===== src/rtl/mem_port_scheduler_if.sv =====
// Bundle of requester, response and RAM-side signals for mem_port_scheduler.
// The scheduler uses the slave modport; the requester/RAM side uses master.
interface mem_port_scheduler_if #(
    parameter int DEPTH     = 8,
    parameter int DATA_SIZE = 32,
    parameter int NUM_WR    = 2
);
    localparam int AW = (DEPTH > 1) ? $clog2(DEPTH) : 1;
    localparam int SW = DATA_SIZE / 8;

    logic [NUM_WR-1:0]           wr_req;
    logic [NUM_WR*AW-1:0]        wr_addr;
    logic [NUM_WR*DATA_SIZE-1:0] wr_data;
    logic [NUM_WR*SW-1:0]        wr_strb;
    logic [NUM_WR-1:0]           wr_gnt;
    logic                        rd_valid;
    logic [AW-1:0]               rd_addr;
    logic                        rd_ready;
    logic                        rsp_valid;
    logic [DATA_SIZE-1:0]        rsp_data;
    logic                        rsp_ready;
    logic [AW-1:0]               mem_addra;
    logic [DATA_SIZE-1:0]        mem_dina;
    logic [SW-1:0]               mem_wea;
    logic [AW-1:0]               mem_addrb;
    logic [DATA_SIZE-1:0]        mem_doutb;

    modport master (
        output wr_req, wr_addr, wr_data, wr_strb, rd_valid, rd_addr, rsp_ready, mem_doutb,
        input  wr_gnt, rd_ready, rsp_valid, rsp_data, mem_addra, mem_dina, mem_wea, mem_addrb
    );

    modport slave (
        input  wr_req, wr_addr, wr_data, wr_strb, rd_valid, rd_addr, rsp_ready, mem_doutb,
        output wr_gnt, rd_ready, rsp_valid, rsp_data, mem_addra, mem_dina, mem_wea, mem_addrb
    );
endinterface


===== src/rtl/mem_port_scheduler.sv =====
// Round-robin write arbiter for RAM port A plus a 2-deep buffered read sequencer for port B.
// Optional same-cycle write-to-read forwarding is enabled with MEM_SCHED_RAW_FWD_EN.
module mem_port_scheduler #(
    parameter int DEPTH     = 8,
    parameter int DATA_SIZE = 32,
    parameter int NUM_WR    = 2
) (
    input  logic                 clk,
    input  logic                 rst_n,
    mem_port_scheduler_if.slave  bus
);
    localparam int AW = (DEPTH > 1) ? $clog2(DEPTH) : 1;
    localparam int SW = DATA_SIZE / 8;
    localparam int PW = (NUM_WR > 1) ? $clog2(NUM_WR) : 1;

    logic [AW-1:0]        req_addr [NUM_WR];
    logic [DATA_SIZE-1:0] req_data [NUM_WR];
    logic [SW-1:0]        req_strb [NUM_WR];

    genvar gi;
    generate
        for (gi = 0; gi < NUM_WR; gi++) begin : g_unpack
            assign req_addr[gi] = bus.wr_addr[gi*AW +: AW];
            assign req_data[gi] = bus.wr_data[gi*DATA_SIZE +: DATA_SIZE];
            assign req_strb[gi] = bus.wr_strb[gi*SW +: SW];
        end
    endgenerate

    // ---------------- write arbiter ----------------
    logic [PW-1:0] ptr_reg, ptr_next;
    logic [PW-1:0] win_idx;
    logic          win_valid;
    int            idx;

    always_comb begin
        win_valid = 1'b0;
        win_idx   = '0;
        idx       = 0;
        for (int k = 0; k < NUM_WR; k++) begin
            idx = int'(ptr_reg) + k;
            if (idx >= NUM_WR) idx = idx - NUM_WR;
            if (rst_n && !win_valid && bus.wr_req[idx]) begin
                win_valid = 1'b1;
                win_idx   = PW'(idx);
            end
        end
    end

    always_comb begin
        ptr_next = ptr_reg;
        if (win_valid) ptr_next = (int'(win_idx) == NUM_WR - 1) ? '0 : win_idx + PW'(1);
    end

    assign bus.wr_gnt    = win_valid ? (NUM_WR'(1) << win_idx) : '0;
    assign bus.mem_addra = req_addr[win_idx];
    assign bus.mem_dina  = req_data[win_idx];
    assign bus.mem_wea   = win_valid ? req_strb[win_idx] : '0;

    // ---------------- read sequencer ----------------
    logic [1:0]           occ_reg;
    logic                 inflight_reg;
    logic                 rd_ptr_reg, wr_ptr_reg;
    logic [AW-1:0]        addrb_reg;
    logic [DATA_SIZE-1:0] buf_mem [2];
    logic [DATA_SIZE-1:0] capture_data;
    logic [2:0]           pending;
    logic                 pop, accept;

    assign pop           = bus.rsp_valid & bus.rsp_ready;
    // Slots already committed (buffered + one RAM read in flight) after this cycle's pop
    assign pending       = {1'b0, occ_reg} + {2'b00, inflight_reg} - {2'b00, pop};
    assign bus.rd_ready  = rst_n & (pending < 3'd2);
    assign accept        = bus.rd_valid & bus.rd_ready;
    assign bus.mem_addrb = accept ? bus.rd_addr : addrb_reg;
    assign bus.rsp_valid = (occ_reg != 2'd0);
    assign bus.rsp_data  = buf_mem[rd_ptr_reg];

    always_ff @(posedge clk or negedge rst_n) begin
        if (!rst_n) begin
            ptr_reg      <= '0;
            occ_reg      <= 2'd0;
            inflight_reg <= 1'b0;
            rd_ptr_reg   <= 1'b0;
            wr_ptr_reg   <= 1'b0;
            addrb_reg    <= '0;
        end else begin
            ptr_reg      <= ptr_next;
            inflight_reg <= accept;
            if (accept) addrb_reg <= bus.rd_addr;
            if (inflight_reg) wr_ptr_reg <= ~wr_ptr_reg;
            if (pop) rd_ptr_reg <= ~rd_ptr_reg;
            occ_reg      <= occ_reg + {1'b0, inflight_reg} - {1'b0, pop};
        end
    end

    // RAM data is valid the cycle after the accepted address
    always_ff @(posedge clk) begin
        if (inflight_reg) buf_mem[wr_ptr_reg] <= capture_data;
    end

`ifdef MEM_SCHED_RAW_FWD_EN
    logic                 fwd_hit;
    logic                 fwd_valid_reg;
    logic [DATA_SIZE-1:0] fwd_data_reg;
    logic [SW-1:0]        fwd_strb_reg;

    assign fwd_hit = accept & win_valid & (bus.mem_addra == bus.rd_addr);

    always_ff @(posedge clk or negedge rst_n) begin
        if (!rst_n) begin
            fwd_valid_reg <= 1'b0;
            fwd_data_reg  <= '0;
            fwd_strb_reg  <= '0;
        end else begin
            fwd_valid_reg <= fwd_hit;
            if (fwd_hit) begin
                fwd_data_reg <= bus.mem_dina;
                fwd_strb_reg <= bus.mem_wea;
            end
        end
    end

    generate
        for (gi = 0; gi < SW; gi++) begin : g_fwd
            assign capture_data[gi*8 +: 8] = (fwd_valid_reg & fwd_strb_reg[gi]) ?
                                             fwd_data_reg[gi*8 +: 8] : bus.mem_doutb[gi*8 +: 8];
        end
    endgenerate
`else
    assign capture_data = bus.mem_doutb;
`endif

endmodule


===== src/flat_wrapper.sv =====
// flat-port wrapper written by rule: the top's interface ports become plain ports
module mem_port_scheduler_flat 
#(
    parameter int DEPTH     = 8,
    parameter int DATA_SIZE = 32,
    parameter int NUM_WR    = 2
)
  (clk, rst_n, bus_wr_req, bus_wr_addr, bus_wr_data, bus_wr_strb, bus_rd_valid, bus_rd_addr, bus_rsp_ready, bus_mem_doutb, bus_wr_gnt, bus_rd_ready, bus_rsp_valid, bus_rsp_data, bus_mem_addra, bus_mem_dina, bus_mem_wea, bus_mem_addrb);
  mem_port_scheduler_if #(.DEPTH(DEPTH), .DATA_SIZE(DATA_SIZE), .NUM_WR(NUM_WR)) bus_i ();
  input  logic clk;
  input  logic rst_n;
  input wire logic [$bits(bus_i.wr_req)-1:0] bus_wr_req;
  input wire logic [$bits(bus_i.wr_addr)-1:0] bus_wr_addr;
  input wire logic [$bits(bus_i.wr_data)-1:0] bus_wr_data;
  input wire logic [$bits(bus_i.wr_strb)-1:0] bus_wr_strb;
  input wire logic [$bits(bus_i.rd_valid)-1:0] bus_rd_valid;
  input wire logic [$bits(bus_i.rd_addr)-1:0] bus_rd_addr;
  input wire logic [$bits(bus_i.rsp_ready)-1:0] bus_rsp_ready;
  input wire logic [$bits(bus_i.mem_doutb)-1:0] bus_mem_doutb;
  output wire logic [$bits(bus_i.wr_gnt)-1:0] bus_wr_gnt;
  output wire logic [$bits(bus_i.rd_ready)-1:0] bus_rd_ready;
  output wire logic [$bits(bus_i.rsp_valid)-1:0] bus_rsp_valid;
  output wire logic [$bits(bus_i.rsp_data)-1:0] bus_rsp_data;
  output wire logic [$bits(bus_i.mem_addra)-1:0] bus_mem_addra;
  output wire logic [$bits(bus_i.mem_dina)-1:0] bus_mem_dina;
  output wire logic [$bits(bus_i.mem_wea)-1:0] bus_mem_wea;
  output wire logic [$bits(bus_i.mem_addrb)-1:0] bus_mem_addrb;
  assign bus_i.wr_req = bus_wr_req;
  assign bus_i.wr_addr = bus_wr_addr;
  assign bus_i.wr_data = bus_wr_data;
  assign bus_i.wr_strb = bus_wr_strb;
  assign bus_i.rd_valid = bus_rd_valid;
  assign bus_i.rd_addr = bus_rd_addr;
  assign bus_i.rsp_ready = bus_rsp_ready;
  assign bus_i.mem_doutb = bus_mem_doutb;
  assign bus_wr_gnt = bus_i.wr_gnt;
  assign bus_rd_ready = bus_i.rd_ready;
  assign bus_rsp_valid = bus_i.rsp_valid;
  assign bus_rsp_data = bus_i.rsp_data;
  assign bus_mem_addra = bus_i.mem_addra;
  assign bus_mem_dina = bus_i.mem_dina;
  assign bus_mem_wea = bus_i.mem_wea;
  assign bus_mem_addrb = bus_i.mem_addrb;
  mem_port_scheduler #(.DEPTH(DEPTH), .DATA_SIZE(DATA_SIZE), .NUM_WR(NUM_WR)) u_core (.clk(clk), .rst_n(rst_n), .bus(bus_i));
endmodule

===== config.mk =====
export PLATFORM = sky130hd
export DESIGN_NAME = mem_port_scheduler_flat
export DESIGN_NICKNAME = d
export VERILOG_FILES = /design/src/rtl/mem_port_scheduler_if.sv /design/src/rtl/mem_port_scheduler.sv /design/src/flat_wrapper.sv
export SDC_FILE = /design/constraint.sdc
export NUM_CORES = 1
export LEC_CHECK = 0
export BUFFER_PORTS_ARGS = -buffer_cell sky130_fd_sc_hd__buf_4
export CAP_MARGIN = 10
export CELL_PAD_IN_SITES_DETAIL_PLACEMENT = 1
export CELL_PAD_IN_SITES_GLOBAL_PLACEMENT = 2
export CORE_MARGIN = 3
export CORE_UTILIZATION = 25
export DETAILED_ROUTE_END_ITERATION = 8
export PLACE_DENSITY = 0.85
export REMOVE_ABC_BUFFERS = 1
export SYNTH_ARGS = -nofsm -noshare
export SYNTH_HDL_FRONTEND = slang
export SYNTH_SLANG_ARGS = --single-unit

===== constraint.sdc =====
create_clock -name clk -period 6.3 [get_ports clk]
set_input_delay 0.945 -clock clk [delete_from_list [all_inputs] [get_ports clk]]
set_output_delay 0.945 -clock clk [all_outputs]
set_load 0.01 [all_outputs]

* After elaboration in Yosys (flattened, before gate mapping)
Memories as Yosys holds them, arrays and structs flattened.
Cells that the tools add are included.
** Operators by class
- Reduce and logical (&&, ||, !) cells :: 5
- Bitwise operators :: 6
- Order comparisons :: 6
- Shift operators :: 1
- Add/subtract/negate cells :: 8
- Multiplexer cells :: 27
** Operator list (number)
- two-way mux 32 bit :: 5
- < comparator 32 x 3 -> 1 bit (second input constant) :: 2
- greater-or-equal comparator 32 x 3 -> 1 bit (second input constant) :: 1
- subtractor 32 x 3 -> 32 bit (second input constant) :: 1
- two-way mux 4 bit :: 4
- two-way mux 1 bit :: 13
- two-way mux 3 bit :: 4
- adder 2 x 1 -> 3 bit :: 1
- AND 1 bit :: 3
- logical AND 1 bit :: 3
- < comparator 3 x 2 -> 1 bit (second input constant) :: 1
- subtractor 1 x 2 -> 3 bit (second input constant) :: 1
- subtractor 3 x 1 -> 3 bit :: 1
- adder 1 x 1 -> 2 bit (second input constant) :: 1
- adder 2 x 1 -> 2 bit :: 1
- greater-or-equal comparator 1 x 2 -> 1 bit (second input constant) :: 1
- greater-or-equal comparator 2 bit (second input constant) :: 1
- two-way mux 2 bit :: 1
- inverter 1 bit :: 2
- inverter 1 -> 2 bit :: 1
- nonzero test 2 bit :: 1
- left shift 1 x 1 -> 2 bit (first input constant) :: 1
- subtractor 2 x 1 -> 2 bit :: 1
- adder 1 bit (second input constant) :: 1
- logical NOT 1 bit :: 1
** Word-level totals
- Bits in writable memories :: 64
- Memories kept :: 1
- Register bits after elaboration :: 9
- Logic and storage cells :: 60
- Output and inout port bits :: 78
- Bits of input ports :: 119
** Memories
- u_core.buf_mem :: words 2, bits a word 32, rd ports 1, clocked after memory_dff 0, write ports 1, line mem_port_scheduler.sv:64 : logic [DATA_SIZE-1:0] buf_mem [2];

* Longest topological paths before layout
- Depth in word-level cells :: 16
- Mapped depth :: 10
- Gate-level depth less buffers :: 10

* Worst setup path before layout
Ideal clock, no wire load.
- Path type :: input -> output
- Start point :: input bus_rsp_ready
- End point :: output bus_mem_addrb[0]
- Stages :: 9
- Required time :: 5.355 ns
- Arrival time :: 2.791 ns
- Buffers on the path :: 0
- Setup slack :: 2.564 ns
- Path through :: and2_1 ha_1 inv_1 ha_1 inv_1 fa_1 nand2_1 nor3b_2 mux2_2
** On the way
- Word-level cells in the longest chain between the ends :: 6
** Ends and longest elaborated chain
- from (decl) :: line flat_wrapper.sv:18 : input wire logic [$bits(bus_i.rsp_ready)-1:0] bus_rsp_ready;
- AND 1 bit :: line mem_port_scheduler.sv:69 : assign pop = bus.rsp_valid & bus.rsp_ready;
- subtractor 3 x 1 -> 3 bit :: line mem_port_scheduler.sv:71 : assign pending = {1'b0, occ_reg} + {2'b00, inflight_reg} - {2'b00, pop};
- < comparator 3 x 2 -> 1 bit :: line mem_port_scheduler.sv:72 : assign bus.rd_ready = rst_n & (pending < 3'd2);
- AND 1 bit :: line mem_port_scheduler.sv:72
- AND 1 bit :: line mem_port_scheduler.sv:73 : assign accept = bus.rd_valid & bus.rd_ready;
- net u_core.accept :: line mem_port_scheduler.sv:67 : logic pop, accept;
- two-way mux 3 bit :: line mem_port_scheduler.sv:74 : assign bus.mem_addrb = accept ? bus.rd_addr : addrb_reg;
- to (decl) :: line flat_wrapper.sv:27 : output wire logic [$bits(bus_i.mem_addrb)-1:0] bus_mem_addrb;
The timed path passes the listed nets, and every way through them passes these cells.

* Worst setup path after layout
- Start point :: register u_core.occ_reg[1]
- End point :: output bus_mem_addrb[0]
** On the way
- Word-level cells in the longest chain between the ends :: 7
- Elaborated cells between the ends (all ways) :: 8
- Those cells by class :: add/sub: 2; order compare: 1; mux: 1; bitwise: 3; reduce/logical: 1
** Ends and longest elaborated chain
- from (decl) :: line mem_port_scheduler.sv:60 : logic [1:0] occ_reg;
- from (signal assigned) :: line mem_port_scheduler.sv:92 : occ_reg <= occ_reg + {1'b0, inflight_reg} - {1'b0, pop};
- nonzero test 2 bit :: line mem_port_scheduler.sv:75 : assign bus.rsp_valid = (occ_reg != 2'd0);
- AND 1 bit :: line mem_port_scheduler.sv:69
- net u_core.pop :: line mem_port_scheduler.sv:67
- subtractor 3 x 1 -> 3 bit :: line mem_port_scheduler.sv:71
- < comparator 3 x 2 -> 1 bit :: line mem_port_scheduler.sv:72
- AND 1 bit :: line mem_port_scheduler.sv:72
- AND 1 bit :: line mem_port_scheduler.sv:73
- net u_core.accept :: line mem_port_scheduler.sv:67
- two-way mux 3 bit :: line mem_port_scheduler.sv:74
The timed path passes the listed nets, and every way through them passes these cells.

==> impl_metrics.ini <==
[worst_setup_path]
worstPathArrival_ns = 3.25
rr_endpoint = u_core.addrb_reg[0]
required_ns = 5.35
timing.rr.start = u_core.occ_reg[1]
start_kind = register
rr_worst_depth = 10
worstSetupPathType = reg2out
rrSetupSlack_ns = 3.41
critPathMaxFanout = 4
end_kind = primary output

[global_route]
grt_pass1_vias = 2706
grt.total_usage = 0.1270
antenna_found_initial = 0
gr-total-overflow = 0
grt_max_degree = 40
grt_pass1_wl_um = 13900

[placed_design]
port_buffers = 196
dpl_cell_area_mm2 = 0.004895
routabilityCongestion = 0.7494
hpwl_um = 7300

[sta]
finalMaxSlewViolations = 0
setup_viol = 0
fin_crit_ns = 4.193
slew_headroom = 0.2690
fmax_mhz = 238.5
rsz0062_at_grt = false
hold_viol = 0
skew_ns = 0.006517
tns_ns = 0
timing.final.crit_share = 0.6655
worstMarginPinSlew_ns = 1.094

[power]
p_switching_w = 0.0004832
p_sw_frac = 0.2705
clkPwrFrac = 0.302
power_frac_seq = 0.360
p_comb_frac = 0.338
leakagePower_nw = 2.205
p_int_w = 0.001303
peakVddDrop_mv = 0.1421
cellPowerDensity_mw_per_mm2 = 342.4

[final_layout]
layout.nets = 505
layout_common_cells = 198 x buf_4, 64 x mux2_2, 64 x edfxtp_1
final_cell_area_mm2 = 0.005216
antennaDiodeCount = 0
drive_gt1_frac = 0.7423
final_common_cell = buf_4
largest_reg_flops = 64
syn2layout_area_growth_pct = 60.47

[cts]
clock_path_buffers = 2
cts_hold_buf = 0
h-tree-depth = 3
cts_resized = 0
cts_tree = yes
root_buffer = clkbuf_16
clk_pin_slew_ns = 0.06
clkLatencyLatePin_ns = 0.33
postCtsSetupBuffers = 0
cts_buffers = 9
cts.sink_count = 73

[synth]
yosysUniqueCellTypes = 26
ys_seq_area_frac = 0.6605
ys_ff_latch = 73
yosysTopAreaCell = edfxtp_1
synth_area_mm2 = 0.003251
synthArstFlopShare = 0.1233
yosysTopAreaCellShare = 0.5912
synth_edf_count = 64
ys.flop_type = edfxtp_1
yosys-top-cells-area = edfxtp_1 59%, mux2_2 22%, dfrtp_1 6.9%, mux2_4 2.8%, a22o_1 0.81%
syn_avg_cell_area_um2 = 17.86
synth_warnings = 0
synthCells = 182

[routing]
drtIter0Drc = 129
wl_per_cell_um = 16.40
drt_pass1_iterations = 4
postRouteAntennaNets = 0
drc_errors = 0
wl_um = 9182
via_count = 2363
avgViaCountPerCell = 4.220

[flow_run]
maxCapViolations = 0

[run_status]
status = finished, final reports clean

[floorplan]
dieWidth_um = 120.0
die_area_mm2 = 0.01441
num_io_pins = 197
start_util = 0.2565
die_h_um = 120.0
coreArea_mm2 = 0.01267
rows = 41

[min_path]
hp-class = in2async
[logic make-up (layout without fill, tap and decap cells)]
| family | Yosys count | count (layout) | synth area share |
|---|---|---|---|
| DFF | 73 | 73 | 0.6605 |
| muxes | 70 | 70 | 0.2494 |
| and+or+nand+nor | 15 | 15 | 0.03002 |
| buffers and inverters | 12 | 218 | 0.02463 |
| AOI/OAI and AO/OA | 6 | 6 | 0.01347 |
| adders and majority gates | 3 | 3 | 0.01386 |
| xor gates and xnor gates | 3 | 3 | 0.008085 |
[metal layers]
metal,track usage,share of wire
met5,0,0
met4,0.05082,0.019
met1,0.1412,0.37
met3,0.05891,0.12
met2,0.2107,0.49
[power groups by stage]
stage	clock network, W	logic [W]	registers [W]
floorplan	0	0.000288	0.000670
global placement	0	0.000605	0.000647
detailed placement	0	0.000616	0.000653
CTS	0.000555	0.000618	0.000644
global route	0.000572	0.000655	0.000652
finish	0.000539	0.000604	0.000643
[Yosys cell counts, types with 2 or more instances]
master,instances
a22o_1,3
and2_1,2
buf_2,3
buf_4,2
dfrtp_1,9
edfxtp_1,64
ha_1,2
inv_1,4
mux2_2,64
mux2_4,6
nand2_1,5
nand3_1,2
xor2_1,3
[cell type report]
cell class | count | area (um2)
timing repair buffer | 198 | 1486
tap | 172 | 215.2
clock buffer | 11 | 242.7
sequential | 73 | 2147
clock inverter | 5 | 78.83
multi-input combinational | 97 | 1031
fill | 1357 | 7455
inverter | 4 | 15.01
[critical path, cell delays in order (launching register included)]
cell and delay (ns):
dfrtp_1 0.42, or2_2 0.32, and2_1 0.18, ha_1 0.29
inv_1 0.06, ha_1 0.14, inv_1 0.05, fa_1 0.50
nand2_1 0.09, nor3b_2 0.32, mux2_2 0.40, buf_4 0.15
[per-stage QoR]
stage / cells / util / total power (W) / hold slack, ns / worst slack [ns]
5_1_grt: 560 / 0.4117 / 0.001879 / 0.4340 / 1.954
3_5_place_dp: 544 / 0.3863 / 0.001269 / 0.4632 / 2.158
6_report: 560 / 0.4117 / 0.001786 / 0.4442 / 2.107
2_1_floorplan: 174 / - / 0.0009576 / 0.4555 / 2.564
4_1_cts: 560 / 0.4117 / 0.001818 / 0.4283 / 2.069
3_3_place_gp: 544 / 0.3863 / 0.001253 / 0.4587 / 2.248
[how the worst max path moves through the flow]
stage                      start                to  slack, ns
3_3_place_gp       bus_rsp_ready  bus_mem_addrb[0]       2.25
6_report       u_core.occ_reg[1]  bus_mem_addrb[0]       2.11
3_5_place_dp       bus_rsp_ready  bus_mem_addrb[0]       2.16
4_1_cts        u_core.occ_reg[1]  bus_mem_addrb[0]       2.07
5_1_grt        u_core.occ_reg[1]  bus_mem_addrb[0]       1.95
2_1_floorplan      bus_rsp_ready  bus_mem_addrb[0]       2.56
No activity file was read; power rests on OpenSTA's default activity.
